**src/rtl/fft_pkg.sv**
```systemverilog
// Shared FFT definitions: sequencer state encoding and the ictrl tag bit positions
// that travel with each butterfly pair through the datapath.
package fft_pkg;

    typedef enum logic [2:0] {
        IDLE  = 3'd0,
        CLR   = 3'd1,
        ISSUE = 3'd2,
        DRAIN = 3'd3,
        NEXT  = 3'd4,
        FIN   = 3'd5
    } seq_state_t;

    localparam int CTRL_FIRST = 0;
    localparam int CTRL_LAST  = 1;

endpackage

```
**src/rtl/fft_stage_sequencer_if.sv**
```systemverilog
// Issue/retire bundle between the stage sequencer (master) and the
// butterflyCore / RAM / twiddle-ROM datapath (slave).
interface fft_stage_sequencer_if #(
    parameter int FFT_N             = 10,
    parameter int FFT_MAX_BIT_WIDTH = 5,
    parameter int SW                = 4
) ();

    logic                         issue_rdy;
    logic                         iact;
    logic [1:0]                   ictrl;
    logic [FFT_N-2:0]             pair_idx;
    logic [FFT_N-1:0]             addr_a;
    logic [FFT_N-1:0]             addr_b;
    logic [FFT_N-2:0]             tw_addr;
    logic [SW-1:0]                stage;
    logic                         clr_bfp;
    logic [FFT_MAX_BIT_WIDTH-1:0] ibfp;
    logic                         oact;
    logic [1:0]                   octrl;
    logic [FFT_MAX_BIT_WIDTH-1:0] max_bw;

    modport master (
        input  issue_rdy, oact, octrl, max_bw,
        output iact, ictrl, pair_idx, addr_a, addr_b, tw_addr, stage, clr_bfp, ibfp
    );

    modport slave (
        output issue_rdy, oact, octrl, max_bw,
        input  iact, ictrl, pair_idx, addr_a, addr_b, tw_addr, stage, clr_bfp, ibfp
    );

endinterface

```
**src/rtl/fft_addr_gen.sv**
```systemverilog
// Radix-2 DIT in-place addressing: pair index p and stage s give both operand
// addresses and the twiddle ROM index. Purely combinational.
module fft_addr_gen #(
    parameter int FFT_N = 10,
    parameter int SW    = 4
) (
    input  logic [FFT_N-2:0] p,
    input  logic [SW-1:0]    s,
    output logic [FFT_N-1:0] addr_a,
    output logic [FFT_N-1:0] addr_b,
    output logic [FFT_N-2:0] tw_addr
);

    localparam logic [FFT_N-1:0] ONE    = {{(FFT_N-1){1'b0}}, 1'b1};
    localparam logic [SW-1:0]    TW_TOP = SW'(FFT_N - 1);

    logic [FFT_N-1:0] p_ext_s;
    logic [FFT_N-1:0] h_s;
    logic [FFT_N-1:0] low_s;
    logic [SW-1:0]    tw_sh_s;

    // Split p at bit s and insert a zero there; B is A with that bit set.
    always_comb begin
        p_ext_s = {1'b0, p};
        h_s     = ONE << s;
        low_s   = p_ext_s & (h_s - ONE);
        addr_a  = ((p_ext_s & ~low_s) << 1) | low_s;
        addr_b  = addr_a | h_s;
        tw_sh_s = TW_TOP - s;
        tw_addr = low_s[FFT_N-2:0] << tw_sh_s;
    end

endmodule

```
**src/rtl/fft_stage_sequencer.sv**
```systemverilog
// Drives the butterflyCore through every radix-2 stage of a 2^FFT_N-point FFT,
// counting retirements and carrying the block-floating-point width between stages.
module fft_stage_sequencer
    import fft_pkg::*;
#(
    parameter int FFT_N             = 10,
    parameter int FFT_MAX_BIT_WIDTH = 5,
    parameter int SW                = 4
) (
    input  logic                  clk,
    input  logic                  reset,
    input  logic                  start,
    output logic                  busy,
    output logic                  done,
    output logic                  err,
    fft_stage_sequencer_if.master bus
);

    localparam int                PW      = FFT_N - 1;
    localparam logic [PW-1:0]     P_ZERO  = {PW{1'b0}};
    localparam logic [PW-1:0]     P_ONE   = {{(PW-1){1'b0}}, 1'b1};
    localparam logic [PW-1:0]     P_LAST  = {PW{1'b1}};
    localparam logic [FFT_N-1:0]  RC_ONE  = {{(FFT_N-1){1'b0}}, 1'b1};
    localparam logic [FFT_N-1:0]  RC_FULL = {1'b1, {PW{1'b0}}};
    localparam logic [FFT_N-1:0]  RC_LAST = {1'b0, {PW{1'b1}}};
    localparam logic [SW-1:0]     S_ONE   = {{(SW-1){1'b0}}, 1'b1};
    localparam logic [SW-1:0]     S_LAST  = SW'(FFT_N - 1);

    seq_state_t                   state_r;
    seq_state_t                   state_nxt_s;
    logic [SW-1:0]                stage_r;
    logic [PW-1:0]                p_r;
    logic [PW-1:0]                p_nxt_s;
    logic [FFT_N-1:0]             rc_r;
    logic [FFT_MAX_BIT_WIDTH-1:0] bw_max_r;
    logic [FFT_MAX_BIT_WIDTH-1:0] ibfp_r;
    logic                         err_r;
    logic                         busy_r;
    logic                         done_r;
    logic                         clr_r;
    logic [FFT_N-1:0]             addr_a_r;
    logic [FFT_N-1:0]             addr_b_r;
    logic [PW-1:0]                tw_r;
    logic [1:0]                   ictrl_r;
    logic [FFT_N-1:0]             addr_a_s;
    logic [FFT_N-1:0]             addr_b_s;
    logic [PW-1:0]                tw_s;
    logic [1:0]                   ictrl_s;
    logic                         issue_s;
    logic                         last_issue_s;
    logic                         rc_full_s;
    logic                         ret_ok_s;
    logic                         ret_err_s;
    logic                         addr_load_s;

    // Addresses are computed for the pair presented next cycle, so they line up with iact.
    fft_addr_gen #(
        .FFT_N (FFT_N),
        .SW    (SW)
    ) u_addr_gen (
        .p       (p_nxt_s),
        .s       (stage_r),
        .addr_a  (addr_a_s),
        .addr_b  (addr_b_s),
        .tw_addr (tw_s)
    );

    // Issue/retire qualification and the next pair index.
    always_comb begin
        issue_s      = (state_r == ISSUE) && bus.issue_rdy;
        last_issue_s = issue_s && (p_r == P_LAST);
        rc_full_s    = (rc_r == RC_FULL);
        ret_ok_s     = bus.oact && (state_r != IDLE) && !rc_full_s;
        ret_err_s    = bus.oact && ((state_r == IDLE) || rc_full_s ||
                                    (bus.octrl[CTRL_LAST] && (rc_r != RC_LAST)));
        addr_load_s  = (state_r == CLR) || issue_s;
        if (state_r == CLR) begin
            p_nxt_s = P_ZERO;
        end else if (issue_s && !last_issue_s) begin
            p_nxt_s = p_r + P_ONE;
        end else begin
            p_nxt_s = p_r;
        end
        ictrl_s             = 2'b00;
        ictrl_s[CTRL_FIRST] = (p_nxt_s == P_ZERO);
        ictrl_s[CTRL_LAST]  = (p_nxt_s == P_LAST);
    end

    // Stage sequencing FSM: next-state decode.
    always_comb begin
        state_nxt_s = state_r;
        case (state_r)
            IDLE:    if (start) state_nxt_s = CLR; else state_nxt_s = IDLE;
            CLR:     state_nxt_s = ISSUE;
            ISSUE:   if (last_issue_s) state_nxt_s = DRAIN; else state_nxt_s = ISSUE;
            DRAIN:   if (rc_full_s) state_nxt_s = NEXT; else state_nxt_s = DRAIN;
            NEXT:    if (stage_r == S_LAST) state_nxt_s = FIN; else state_nxt_s = CLR;
            FIN:     state_nxt_s = IDLE;
            default: state_nxt_s = IDLE;
        endcase
    end

    // FSM state register.
    always_ff @(posedge clk or negedge reset) begin
        if (!reset) begin
            state_r <= IDLE;
        end else begin
            state_r <= state_nxt_s;
        end
    end

    // Stage, pair and retire bookkeeping plus the sticky error flag.
    always_ff @(posedge clk or negedge reset) begin
        if (!reset) begin
            stage_r  <= {SW{1'b0}};
            p_r      <= P_ZERO;
            rc_r     <= {FFT_N{1'b0}};
            bw_max_r <= {FFT_MAX_BIT_WIDTH{1'b0}};
            ibfp_r   <= {FFT_MAX_BIT_WIDTH{1'b0}};
            err_r    <= 1'b0;
        end else begin
            p_r <= p_nxt_s;
            if ((state_r == IDLE) && start) begin
                stage_r <= {SW{1'b0}};
                ibfp_r  <= {FFT_MAX_BIT_WIDTH{1'b0}};
            end else if (state_r == NEXT) begin
                ibfp_r <= bw_max_r;
                if (stage_r != S_LAST) stage_r <= stage_r + S_ONE;
                else                   stage_r <= stage_r;
            end else begin
                stage_r <= stage_r;
                ibfp_r  <= ibfp_r;
            end
            // CLR wins over a same-cycle retire: that retire already belongs to the old stage.
            if (state_r == CLR) begin
                rc_r     <= {FFT_N{1'b0}};
                bw_max_r <= {FFT_MAX_BIT_WIDTH{1'b0}};
            end else if (ret_ok_s) begin
                rc_r <= rc_r + RC_ONE;
                if (bus.max_bw > bw_max_r) bw_max_r <= bus.max_bw;
                else                       bw_max_r <= bw_max_r;
            end else begin
                rc_r     <= rc_r;
                bw_max_r <= bw_max_r;
            end
            if (ret_err_s)                      err_r <= 1'b1;
            else if ((state_r == IDLE) && start) err_r <= 1'b0;
            else                                 err_r <= err_r;
        end
    end

    // Registered status pulses and the issue-aligned address/tag outputs.
    always_ff @(posedge clk or negedge reset) begin
        if (!reset) begin
            busy_r   <= 1'b0;
            done_r   <= 1'b0;
            clr_r    <= 1'b0;
            addr_a_r <= {FFT_N{1'b0}};
            addr_b_r <= {FFT_N{1'b0}};
            tw_r     <= P_ZERO;
            ictrl_r  <= 2'b00;
        end else begin
            busy_r <= (state_nxt_s != IDLE);
            done_r <= (state_nxt_s == FIN);
            clr_r  <= (state_nxt_s == CLR);
            if (addr_load_s) begin
                addr_a_r <= addr_a_s;
                addr_b_r <= addr_b_s;
                tw_r     <= tw_s;
                ictrl_r  <= ictrl_s;
            end else begin
                addr_a_r <= addr_a_r;
                addr_b_r <= addr_b_r;
                tw_r     <= tw_r;
                ictrl_r  <= ictrl_r;
            end
        end
    end

    assign busy         = busy_r;
    assign done         = done_r;
    assign err          = err_r;
    assign bus.iact     = issue_s;
    assign bus.ictrl    = ictrl_r;
    assign bus.pair_idx = p_r;
    assign bus.addr_a   = addr_a_r;
    assign bus.addr_b   = addr_b_r;
    assign bus.tw_addr  = tw_r;
    assign bus.stage    = stage_r;
    assign bus.clr_bfp  = clr_r;
    assign bus.ibfp     = ibfp_r;

endmodule

```
**src/flat_wrapper.sv**
```systemverilog
// flat-port wrapper written by rule: the top's interface ports become plain ports
module fft_stage_sequencer_flat import fft_pkg::*;
#(
    parameter int FFT_N             = 10,
    parameter int FFT_MAX_BIT_WIDTH = 5,
    parameter int SW                = 4
)
  (clk, reset, start, busy, done, err, bus_issue_rdy, bus_oact, bus_octrl, bus_max_bw, bus_iact, bus_ictrl, bus_pair_idx, bus_addr_a, bus_addr_b, bus_tw_addr, bus_stage, bus_clr_bfp, bus_ibfp);
  fft_stage_sequencer_if #(.FFT_N(FFT_N), .FFT_MAX_BIT_WIDTH(FFT_MAX_BIT_WIDTH), .SW(SW)) bus_i ();
  input  logic clk;
  input  logic reset;
  input  logic start;
  output logic busy;
  output logic done;
  output logic err;
  input wire logic [$bits(bus_i.issue_rdy)-1:0] bus_issue_rdy;
  input wire logic [$bits(bus_i.oact)-1:0] bus_oact;
  input wire logic [$bits(bus_i.octrl)-1:0] bus_octrl;
  input wire logic [$bits(bus_i.max_bw)-1:0] bus_max_bw;
  output wire logic [$bits(bus_i.iact)-1:0] bus_iact;
  output wire logic [$bits(bus_i.ictrl)-1:0] bus_ictrl;
  output wire logic [$bits(bus_i.pair_idx)-1:0] bus_pair_idx;
  output wire logic [$bits(bus_i.addr_a)-1:0] bus_addr_a;
  output wire logic [$bits(bus_i.addr_b)-1:0] bus_addr_b;
  output wire logic [$bits(bus_i.tw_addr)-1:0] bus_tw_addr;
  output wire logic [$bits(bus_i.stage)-1:0] bus_stage;
  output wire logic [$bits(bus_i.clr_bfp)-1:0] bus_clr_bfp;
  output wire logic [$bits(bus_i.ibfp)-1:0] bus_ibfp;
  assign bus_i.issue_rdy = bus_issue_rdy;
  assign bus_i.oact = bus_oact;
  assign bus_i.octrl = bus_octrl;
  assign bus_i.max_bw = bus_max_bw;
  assign bus_iact = bus_i.iact;
  assign bus_ictrl = bus_i.ictrl;
  assign bus_pair_idx = bus_i.pair_idx;
  assign bus_addr_a = bus_i.addr_a;
  assign bus_addr_b = bus_i.addr_b;
  assign bus_tw_addr = bus_i.tw_addr;
  assign bus_stage = bus_i.stage;
  assign bus_clr_bfp = bus_i.clr_bfp;
  assign bus_ibfp = bus_i.ibfp;
  fft_stage_sequencer #(.FFT_N(FFT_N), .FFT_MAX_BIT_WIDTH(FFT_MAX_BIT_WIDTH), .SW(SW)) u_core (.clk(clk), .reset(reset), .start(start), .busy(busy), .done(done), .err(err), .bus(bus_i));
endmodule
```
**config.mk**
```make
export PLATFORM = sky130hd
export DESIGN_NAME = fft_stage_sequencer_flat
export DESIGN_NICKNAME = d
export VERILOG_FILES = /design/src/rtl/fft_pkg.sv /design/src/rtl/fft_stage_sequencer_if.sv /design/src/rtl/fft_addr_gen.sv /design/src/rtl/fft_stage_sequencer.sv /design/src/flat_wrapper.sv
export SDC_FILE = /design/constraint.sdc
export NUM_CORES = 1
export LEC_CHECK = 0
export ABC_AREA = 1
export CAP_MARGIN = 20
export CORE_MARGIN = 3
export CORE_UTILIZATION = 49
export CTS_BUF_LIST = sky130_fd_sc_hd__clkbuf_4 sky130_fd_sc_hd__clkbuf_8 sky130_fd_sc_hd__clkbuf_16
export DETAILED_ROUTE_END_ITERATION = 12
export PLACE_DENSITY = 0.77
export SETUP_SLACK_MARGIN = 0.5
export SYNTH_ARGS = -nofsm -noshare
export SYNTH_HDL_FRONTEND = slang
export SYNTH_HIERARCHICAL = 1
export SYNTH_SLANG_ARGS = --single-unit
export TNS_END_PERCENT = 50
```
**constraint.sdc**
```tcl
create_clock -name clk -period 2.6 [get_ports clk]
set_input_delay 0.52 -clock clk [delete_from_list [all_inputs] [get_ports clk]]
set_output_delay 0.52 -clock clk [all_outputs]
set_load 0.02 [all_outputs]
```
======== Word-level counts from Yosys, hierarchy flattened ========
Cells that the tools add are included.
operators by class
  muxes and demuxes ....................... 19
  add/subtract/negate cells ............... 5
  equal/unequal tests ..................... 12
  bitwise operators ....................... 5
  $lt $le $gt $ge ......................... 1
  shift operators ......................... 2
  reduce and logical (&&, ||, !) cells .... 24
operators with widths
  operator               count
  $mux 5                 5
  $mux 10                2
  $or 10x10->10          2
  $eq 9x9->1 const B     2
  $mux 9                 2
  $pmux 3 s5             1
  $mux 4                 3
  $add 10x1->10 const B  1
  $and 9x10->10          1
  $eq 10x10->1 const B   1
  $ne 10x9->1 const B    1
  $reduce_bool 2->1      5
  $shl 1x4->10 const A   1
  $sub 10x1->10 const B  1
  $add 9x1->9 const B    1
  $and 9x9->9            1
  $logic_not 9->1        1
  $not 9->9              1
  $shl 9x4->9            1
  $logic_and 1x1->1      8
  $eq 3x1->1 const B     2
  $eq 3x2->1 const B     2
  $eq 3x3->1 const B     2
  $mux 3                 2
  other kinds (11)       19
storage, ports and cells
  bits in registers ....................... 71
  output and inout bits ................... 54
  logic and storage cells ................. 82

======== Depth between registers and ports, before layout ========
Gate-level depths: netlist (run 1).
  word-level depth ........................ 12
  mapped depth ............................ 21

======== By module ========
The synthesis (run 1) kept the hierarchy.
by module, submodules not included
  module               seq. area each (um2)  times used  cells each  area each (um2)
  fft_stage_sequencer  1776.7                1           454         3579.7
  fft_addr_gen         0.0                   1           150         800.8

======== Worst setup path before layout (run 1) ========
No wires, ideal clock.
  path kind ............................... flip-flop to flip-flop
  start ................................... register u_core.p_r[0] (netlist: u_core/bus.pair_idx[0])
  end ..................................... register u_core.tw_r[8] (netlist: u_core/bus.tw_addr[8])
  library setup time ...................... 0.117 ns
  data required time ...................... 2.483 ns
  path slack .............................. 0.002 ns
  buffers on the path ..................... 0
  arrival ................................. 2.481 ns
  cell stages (with the launch flop) ...... 20
  path through ............................ dfrtp_1 -> ha_1 -> nand2_1 -> inv_1 -> nand3_1 -> nor3_1 -> ha_1 -> inv_1 -> nand4_4 -> nand2_1 -> nand2_1 -> nand2_1 -> inv_1 -> nand3_1 -> o21ai_0 -> or2_2 -> nand3_1 -> nand3_1 -> nand2_1 -> nand2_1
on the way
  word-level cells in the longest chain between the ends .. 8
  elaborated cells on any way between the ends .. 9
  classes of those cells .................. add/sub: 1; eq/ne: 1; shift: 1; mux: 2; bitwise: 1; reduce/logical: 3
ends and longest elaborated chain
  element                                              line                        text
  start: declaration                                   fft_stage_sequencer.sv:32   logic [PW-1:0] p_r;
  start signal: assignment                             fft_stage_sequencer.sv:122  p_r <= p_nxt_s;
  branches (longest 4 deep; another with $add 9x1->9)  n/a
  $mux 9 *                                             fft_stage_sequencer.sv:79   end else if (issue_s && !last_issue_s) begin
  $mux 9 *                                             fft_stage_sequencer.sv:77   if (state_r == CLR) begin
  via u_core.p_nxt_s[2]                                fft_stage_sequencer.sv:33   logic [PW-1:0] p_nxt_s;
  $and 9x10->10 *                                      fft_addr_gen.sv:26          low_s = p_ext_s & (h_s - ONE);
  $shl 9x4->9 *                                        fft_addr_gen.sv:30          tw_addr = low_s[FFT_N-2:0] << tw_sh_s;
  via u_core.tw_s[8]                                   fft_stage_sequencer.sv:47   logic [PW-1:0] tw_s;
  end signal: assignment                               fft_stage_sequencer.sv:169  tw_r <= tw_s;
  end signal: assignment                               fft_stage_sequencer.sv:174  tw_r <= tw_r;
  end: declaration                                     fft_stage_sequencer.sv:43   logic [PW-1:0] tw_r;
Mark *: on every way through the listed nets, which the timed path passes.
A chain may end at the register's enable or synchronous reset.

======== Worst setup path in the final report (run 1) ========
Ends and elaborated chain as after synthesis.

==> results.txt, run 1 <==
status -> finished, final reports clean
skew final -> 0.0123 ns
CP Cell Sequence -> ha_4 -> nand2_4 -> inv_4 -> nand3_4 -> nor3_2 -> ha_2 -> inv_4 -> nand4_4 -> nand2_2 -> nand2_2 -> nand2_2 -> inv_4 -> nand3_4 -> o21ai_4 -> or2_4 -> nand3_2 -> nand3_2 -> nand2_1 -> nand2_1
Final Util -> 69.7%
Finished Cell Area -> 0.00590 mm²
Slowest-stage cell, CP -> dfrtp_2
element type at the critical path start -> register
FF-to-FF Start -> u_core/bus.pair_idx[0]
core area -> 0.00846 mm²
sequential area share after synthesis -> 40.6%
Die Width -> 101 µm
final WL -> 11.5 mm
root buffer cell -> clkbuf_8
leak pwr -> 0.00297 µW
layout cells sized above 1 -> 23.1%
Clock Sinks -> 71
Final Max Tran Viols -> 0
CP required -> 2.83 ns
critical path type -> register to register
syn_nets -> 629
highest clock rate -> 413 MHz
final net count -> 733
Hold-fix buffers, CTS -> 0
placed cell count -> 773
Synth warnings -> 6
Die ar. -> 0.0101 mm²
Avg Cell Area, Syn -> 7.25 µm²
Netlist cell types -> 43
final setup vio count -> 0
Die Y-Extent -> 101 µm
#FFs+latches synth -> 71
RSZ-0062 raised after global routing -> yes
Total Routing Usage GR -> 23.4%
Reg2Reg Setup Slack -> 0.18 ns
CTS Buf Count -> 9
R2R cell count -> 19
# rows -> 33
slowest stage delay, CP -> 0.43 ns
hpwl dp -> 7.99 mm
CTS Buffer Depth -> 2
Hold Crit Class -> input port to async pin
ys flop type -> dfrtp_1
setup TNS -> 0 ns
CTS tree -> yes
vias in the first global route -> 4153
drt wl/cell -> 14.1 µm
Synth top area share -> 40.6%
grt ovf -> 0
DRT Pass-1 Iters -> 5
antenna cells -> 0
Synth Instances -> 604
placed inst area -> 0.00523 mm²
Commonest cells post-synth -> nand2_1 (229), dfrtp_1 (71), inv_1 (67)
worst vdd rail ir drop -> 0.000395 V
crit-path max FO -> 5
GP Congestion -> 0.943
mapped cell area -> 0.00438 mm²
multi-input gate area in the final layout -> 0.00245 mm²
Worst setup startpoint -> u_core/bus.pair_idx[0]
Final Hold Vio Count -> 0
cell with the most instances after synthesis -> nand2_1
dominant cells by area after synthesis -> dfrtp_1 (41%), nand2_1 (20%), nand3_1 (5.9%)
fin cells -> 818
period utilisation layout -> 93.2%
worst flop-to-flop path endpoint -> u_core/bus.tw_addr[8]
ys async rst share -> 100%
sequential cell area -> 0.00178 mm²
number of H-tree levels -> 3
antenna violations before repair -> 0
Yosys top cell by area -> dfrtp_1
Fill cells -> 672
Clock Pin Slew Worst Setup and Hold Paths -> 0.08 ns
IO Count -> 66
worst rel slew slack -> 39.6%
clk_lat worst skew -> 0.35 ns
Min Hold Slack -> 0.163 ns
remaining antenna violation count after routing -> 0
EDFF count, synth -> 0
Pwr Density -> 701 mW/mm²
initial core utilization -> 51.8%
largest net degree at the start of global routing -> 49
Max Cap Viol -> 0
slew at the pin closest to its max-slew limit -> 0.906 ns
Critical Path Sink -> u_core/bus.tw_addr[8]
post-DR vias/cell -> 5.25
vias post-DR -> 4296
Layout area overhead -> 34.8%
Final min period -> 2.42 ns
Worst setup EP type -> register
1st-iter DRT viols -> 311
first-pass GRT wire length -> 19.2 mm
Worst Path Arrival -> 2.65 ns
IO Port Bufs -> 64
DRC viols -> 0
==> cell type report <==
type                            instances  share of cell area, %
Inverter                               80                   5.38
Tap cell                              105                   2.23
Clock inverter                          5                   1.36
Sequential cell                        71                   30.2
Clock buffer                           11                   2.56
Timing Repair Buffer                  107                   16.7
Multi-Input combinational cell        439                   41.5
==> state kept, by name (all words and copies together) (netlist names) <==
| signal | count |
|---|---|
| u_core/bus.clr_bfp | 1 |
| u_core/bus.stage | 4 |
| u_core/bus.ictrl | 2 |
| u_core/bus.pair_idx | 9 |
| u_core/rc_r | 10 |
| u_core/busy | 1 |
| u_core/bus.addr_b | 10 |
| u_core/state_r | 3 |
| u_core/done | 1 |
| u_core/bw_max_r | 5 |
| u_core/bus.tw_addr | 9 |
| u_core/bus.ibfp | 5 |
| u_core/bus.addr_a | 10 |
| u_core/err | 1 |
==> per-layer routing <==
| layer | vias to the layer above | track usage (%) | wire length [µm] |
|---|---|---|---|
| met2 | 124 | 38.1 | 5620 |
| met5 | - | 0 | 0 |
| li1 | 2128 | - | - |
| met3 | 19 | 6.09 | 633 |
| met1 | 2025 | 30.8 | 5080 |
| met4 | 0 | 6.63 | 177 |
==> power by group <==
group,switching [µW],leakage (µW),total [µW],internal [µW]
clock network,414,0.000112,1000,591
registers,154,0.000881,1470,1310
logic,940,0.00198,1670,729
total,1510,0.00297,4140,2630
==> worst min path at each step <==
stage	start	to	slack (ns)	cells after the start
2_1_floorplan	reset	u_core/bus.addr_a[0]	0.22	0
3_3_place_gp	u_core/bw_max_r[1]	u_core/bw_max_r[1]	0.46	2
3_5_place_dp	u_core/bus.addr_a[7]	u_core/bus.addr_a[7]	0.46	2
4_1_cts	reset	u_core/bus.ibfp[3]	0.17	1
5_1_grt	reset	u_core/bus.ibfp[3]	0.18	1
6_report	reset	u_core/bus.ibfp[3]	0.16	1
==> worst max-delay path: cells and delay by family (launching register included) <==
kind            cells  cell delay [ns]
compound gates      1             0.07
fa+ha+maj           2             0.39
buf+inv             3             0.21
flops               1             0.43
simple gates       13             1.21
==> per-stage QoR <==
stage / setup slack [ns] / power, µW
floorplan: 0.300 / 2350
global placement: 0.0503 / 2840
detailed placement: 0.0188 / 2880
CTS: 0.236 / 4030
global route: 0.0378 / 4430
finish: 0.178 / 4140
==> placed cells by master (no fill, tap or decap), types with 2 or more instances in the layout <==
master	synthesis	final
nand2_1	229	218
dfrtp_1	71	67
clkdlybuf4s50_1	0	61
inv_1	67	55
nand3_1	52	45
buf_4	1	38
nor2_1	38	30
inv_2	11	17
nand2_2	8	17
nor2_4	9	14
o21ai_0	16	14
clkbuf_8	0	11
nand4_1	10	10
ha_1	13	10
nand3_2	4	9
inv_4	1	7
a21oi_1	9	7
nor3_1	8	7
nor2_2	3	6
o211ai_1	6	6
o21ai_2	3	5
buf_6	5	4
nand3_4	1	3
nand2_4	1	3
o21ai_4	0	3
dfrtp_2	0	3
a21oi_2	1	3
clkinvlp_4	0	2
bufinv_16	0	2
nand4_4	1	2
o22ai_1	4	2
xor2_1	2	2
o21bai_1	3	2
nor4_1	2	2
ha_2	0	2
o22ai_2	0	2
==> kinds of logic after synthesis <==
group,share of synthesized area [%]
AND/OR/NAND/NOR,38.4
buffers and inverters,9.34
flip-flops,40.6
AO/OA/AOI/OAI,7.34
adder cells (fa/ha/maj),3.71
XOR/XNOR,0.600
==> repair_timing <==
action	in CTS	in global routing
resized for setup	35	28
gates cloned	1	0
pin swaps	18	19
setup endpoints to repair	35	42
buffers inserted	17	11
hold endpoints to repair	0	0
(Power assumes the default switching activity.)
==> inputs of run 2 (changes only) <==
--- a/config.mk
+++ b/config.mk
@@ -11,10 +11,9 @@
 export CORE_UTILIZATION = 49
 export CTS_BUF_LIST = sky130_fd_sc_hd__clkbuf_4 sky130_fd_sc_hd__clkbuf_8 sky130_fd_sc_hd__clkbuf_16
 export DETAILED_ROUTE_END_ITERATION = 12
-export PLACE_DENSITY = 0.77
+export PLACE_DENSITY = 0.78
 export SETUP_SLACK_MARGIN = 0.5
 export SYNTH_ARGS = -nofsm -noshare
 export SYNTH_HDL_FRONTEND = slang
-export SYNTH_HIERARCHICAL = 1
 export SYNTH_SLANG_ARGS = --single-unit
 export TNS_END_PERCENT = 50
==> run 2 against run 1 <==
Setup slack gained 0.11 ns; area after synthesis fell by 7.9%; sequential share of layout area is 2.3 points higher; via count shrank 9.9%; count of clock-buffer cells in the layout did not move; largest cell class unchanged; critical path type unchanged; first-iteration DRC count decreased by 24%.
==> results.txt, run 2 <==
status -> finished, final reports clean (unchanged)
Commonest cells post-synth -> nand2_1 (136), dfrtp_1 (71), inv_1 (63) (was nand2_1 (229), dfrtp_1 (71), inv_1 (67))
Hold-fix buffers, CTS -> 0 (unchanged)
remaining antenna violation count after routing -> 0 (unchanged)
Min Hold Slack -> 0.223 ns (was 0.163 ns)
Worst setup EP type -> register (unchanged)
highest clock rate -> 433 MHz (was 413 MHz)
Hold Crit Class -> input port to async pin (unchanged)
layout cells sized above 1 -> 22.4% (was 23.1%)
IO Port Bufs -> 64 (unchanged)
hpwl dp -> 7.66 mm (was 7.99 mm)
cell with the most instances after synthesis -> nand2_1 (unchanged)
element type at the critical path start -> register (unchanged)
Slowest-stage cell, CP -> dfrtp_2 (unchanged)
antenna violations before repair -> 0 (unchanged)
worst vdd rail ir drop -> 0.000377 V (was 0.000395 V)
FF-to-FF Start -> u_core.bus.pair_idx[0] (was u_core/bus.pair_idx[0])
part of the power in registers -> 39.6% (was 35.4%)
clk_lat worst skew -> 0.35 ns (about the same)
Sw Ratio -> 36.4% (about the same)
most common cell after layout, fill and taps aside -> nand2_1 (unchanged)
CP required -> 2.87 ns (was 2.83 ns)
Die ar. -> 0.00936 mm² (was 0.0101 mm²)
Synth Instances -> 515 (was 604)
CTS Buffer Depth -> 2 (unchanged)
post-DR vias/cell -> 5.40 (was 5.25)
Die Width -> 96.7 µm (was 101 µm)
largest net degree at the start of global routing -> 41 (was 49)
most frequent cells in the layout -> nand2_1 (116), dfrtp_1 (65), clkdlybuf4s50_1 (62), inv_1 (59), nand3_1 (44) (was nand2_1 (218), dfrtp_1 (67), clkdlybuf4s50_1 (61), inv_1 (55), nand3_1 (45))
leak pwr -> 0.00266 µW (was 0.00297 µW)
CTS Buf Count -> 9 (unchanged)
crit-path max FO -> 6 (was 5)
Worst Path Arrival -> 2.57 ns (was 2.65 ns)
#FFs+latches synth -> 71 (unchanged)
Final Max Tran Viols -> 0 (unchanged)
Clock Pin Slew Worst Setup and Hold Paths -> 0.08 ns (about the same)
internal power consumption -> 2420 µW (was 2630 µW)
grt ovf -> 0 (unchanged)
ys flop type -> dfrtp_1 (unchanged)
slew at the pin closest to its max-slew limit -> 0.731 ns (was 0.906 ns)
CP Cell Sequence -> ha_4 -> nand3_4 -> nor2_2 -> nand2_2 -> nor2_2 -> ha_2 -> buf_4 -> nor2_4 -> nand2_1 -> nand2_1 -> nand4_1 -> nand3_1 -> nand2_1 -> a21oi_1 -> nand2_1 -> a21oi_1 (was ha_4 -> nand2_4 -> inv_4 -> nand3_4 -> nor3_2 -> ha_2 -> inv_4 -> nand4_4 -> nand2_2 -> nand2_2 -> nand2_2 -> inv_4 -> nand3_4 -> o21ai_4 -> or2_4 -> nand3_2 -> nand3_2 -> nand2_1 -> nand2_1)
Yosys top cell by area -> dfrtp_1 (unchanged)
mapped cell area -> 0.00404 mm² (was 0.00438 mm²)
Netlist cell types -> 39 (was 43)
Clk pwr share -> 23.5% (was 24.3%)
drt wl/cell -> 15.3 µm (was 14.1 µm)
RSZ-0062 raised after global routing -> yes (unchanged)
CTS tree -> yes (unchanged)
Pwr Density -> 693 mW/mm² (was 701 mW/mm²)
Crit path top cell by count -> nand2_1
EDFF count, synth -> 0 (unchanged)
# rows -> 32 (was 33)
antenna cells -> 0 (unchanged)
worst flop-to-flop path endpoint -> u_core.bus.tw_addr[8] (was u_core/bus.tw_addr[8])
Layout area overhead -> 35.9% (was 34.8%)
Synth top area share -> 44.0% (was 40.6%)
root buffer cell -> clkbuf_8 (unchanged)
ys async rst share -> 100% (unchanged)
period utilisation layout -> 88.8% (was 93.2%)
placed cell count -> 678 (was 773)
IO Count -> 66 (unchanged)
Max Cap Viol -> 0 (unchanged)
number of H-tree levels -> 3 (unchanged)
Final Hold Vio Count -> 0 (unchanged)
final WL -> 10.9 mm (was 11.5 mm)
Avg Cell Area, Syn -> 7.84 µm² (was 7.25 µm²)
Reg2Reg Setup Slack -> 0.29 ns (was 0.18 ns)
syn_nets -> 545 (was 629)
Die Y-Extent -> 96.7 µm (was 101 µm)
skew final -> 0.0121 ns (was 0.0123 ns)
DRC viols -> 0 (unchanged)
Clock Sinks -> 71 (unchanged)
dominant cells by area after synthesis -> dfrtp_1 (44%), nand2_1 (13%), nand3_1 (6.3%) (was dfrtp_1 (41%), nand2_1 (20%), nand3_1 (5.9%))
vias post-DR -> 3872 (was 4296)
fin cells -> 717 (was 818)
setup TNS -> 0 ns (unchanged)
1st-iter DRT viols -> 235 (was 311)
sw power -> 1380 µW (was 1510 µW)
final setup vio count -> 0 (unchanged)
Final min period -> 2.31 ns (was 2.42 ns)
critical path type -> register to register (unchanged)
slowest stage delay, CP -> 0.43 ns (about the same)
GP Congestion -> 0.931 (was 0.943)
combinational share of power -> 37.0% (was 40.3%)
Total Routing Usage GR -> 23.4% (about the same)
core area -> 0.00785 mm² (was 0.00846 mm²)
R2R cell count -> 16 (was 19)
DRT Pass-1 Iters -> 5 (unchanged)
first-pass GRT wire length -> 18.2 mm (was 19.2 mm)
Synth warnings -> 0 (was 6)
worst rel slew slack -> 51.3% (was 39.6%)
final net count -> 641 (was 733)
initial core utilization -> 51.4% (was 51.8%)
sequential area share after synthesis -> 44.0% (was 40.6%)
vias in the first global route -> 3701 (was 4153)
[run 2: cell count changes in the layout (fill, tap and decap cells not counted), sizes merged, moves of 5 or more]
cell / delta
nor2: -9
o21ai: +14
buf: -13
nand2: -99
a21oi: +8
inv: -9
ha: +5
[run 2: power groups by stage]
stage / registers [µW] / clock network, µW / logic, µW
finish: 1510 / 892 / 1410
global route: 1540 / 959 / 1560
CTS: 1490 / 900 / 1360
detailed placement: 1520 / 0 / 1260
global placement: 1510 / 0 / 1230
floorplan: 1650 / 0 / 630
[run 2: metrics by stage]
step	cell area, µm²	worst slack (ns)	util, %	total power (µW)
final	5480	0.291	69.9	3800
after global routing	5480	0.144	69.9	4050
after CTS	5280	0.330	67.3	3750
after detailed placement	4890	0.151	62.3	2780
after global placement	4890	0.228	62.3	2740
after floorplan	4130	0.381	-	2280
[run 2: cell type report]
cell class              count  area, µm²
clock inverters             4       45.0
multi-input cells         364       2220
fillers                   635       2360
repair buffers             95        885
well taps                 102        128
clock buffers              11        151
inverters                  70        273
flip-flops and latches     71       1780
[run 2: worst max-delay path: cells and delay by family, from the launching register on]
| family | cells | cell delay (ns) |
|---|---|---|
| flops | 1 | 0.43 |
| simple gates | 11 | 1.02 |
| buf+inv | 1 | 0.14 |
| fa+ha+maj | 2 | 0.38 |
| compound gates | 2 | 0.25 |
[run 2: logic make-up (layout without fill, tap and decap cells)]
group / Yosys count / count (layout) / share of synthesized area, %
XOR/XNOR: 3 / 3 / 0.651
AO/OA/AOI/OAI: 86 / 86 / 13.1
AND/OR/NAND/NOR: 256 / 257 / 28.7
adder cells (fa/ha/maj): 18 / 18 / 5.58
buffers and inverters: 81 / 180 / 7.97
flip-flops: 71 / 71 / 44.0
[run 2: what timing repair did]
action / CTS / global route
setup endpoints to repair: 33 / 41
pin swaps: 16 / 10
resized for setup: 24 / 39
cloned: 1 / 0
buffers inserted: 14 / 9
[run 2: worst max path at each step]
| stage | cells after the start | slack (ns) | startpoint | to |
|---|---|---|---|---|
| final | 16 | 0.29 | u_core.bus.pair_idx[0] | u_core.bus.tw_addr[8] |
| after global routing | 17 | 0.14 | u_core.bus.pair_idx[3] | u_core.bus.tw_addr[8] |
| after CTS | 15 | 0.33 | u_core.bus.pair_idx[0] | u_core.bus.tw_addr[8] |
| after detailed placement | 18 | 0.15 | u_core.bus.pair_idx[1] | u_core.bus.tw_addr[5] |
| after global placement | 18 | 0.23 | u_core.bus.pair_idx[1] | u_core.bus.tw_addr[5] |
| after floorplan | 17 | 0.38 | u_core.bus.pair_idx[1] | u_core.bus.tw_addr[7] |
[run 2: per-layer routing]
layer  share of wire, %  GRT usage [%]  routed length [µm]  up-vias
met5                  0              0                   0        -
met4                1.3           6.05                 142        0
met3                4.1           3.97                 449       11
met2                 46           36.6                5070      100
met1                 48           33.9                5280     1863
li1                   -              -                   -     1898
==> inputs of run 3 (changes only) <==
--- a/config.mk
+++ b/config.mk
@@ -11,9 +11,10 @@
 export CORE_UTILIZATION = 49
 export CTS_BUF_LIST = sky130_fd_sc_hd__clkbuf_4 sky130_fd_sc_hd__clkbuf_8 sky130_fd_sc_hd__clkbuf_16
 export DETAILED_ROUTE_END_ITERATION = 12
-export PLACE_DENSITY = 0.78
+export PLACE_DENSITY = 0.77
 export SETUP_SLACK_MARGIN = 0.5
 export SYNTH_ARGS = -nofsm -noshare
 export SYNTH_HDL_FRONTEND = slang
+export SYNTH_HIERARCHICAL = 1
 export SYNTH_SLANG_ARGS = --single-unit
 export TNS_END_PERCENT = 50
==> results of run 3 <==
No change in the layout: final DEF, timing and power equal those of run 1.
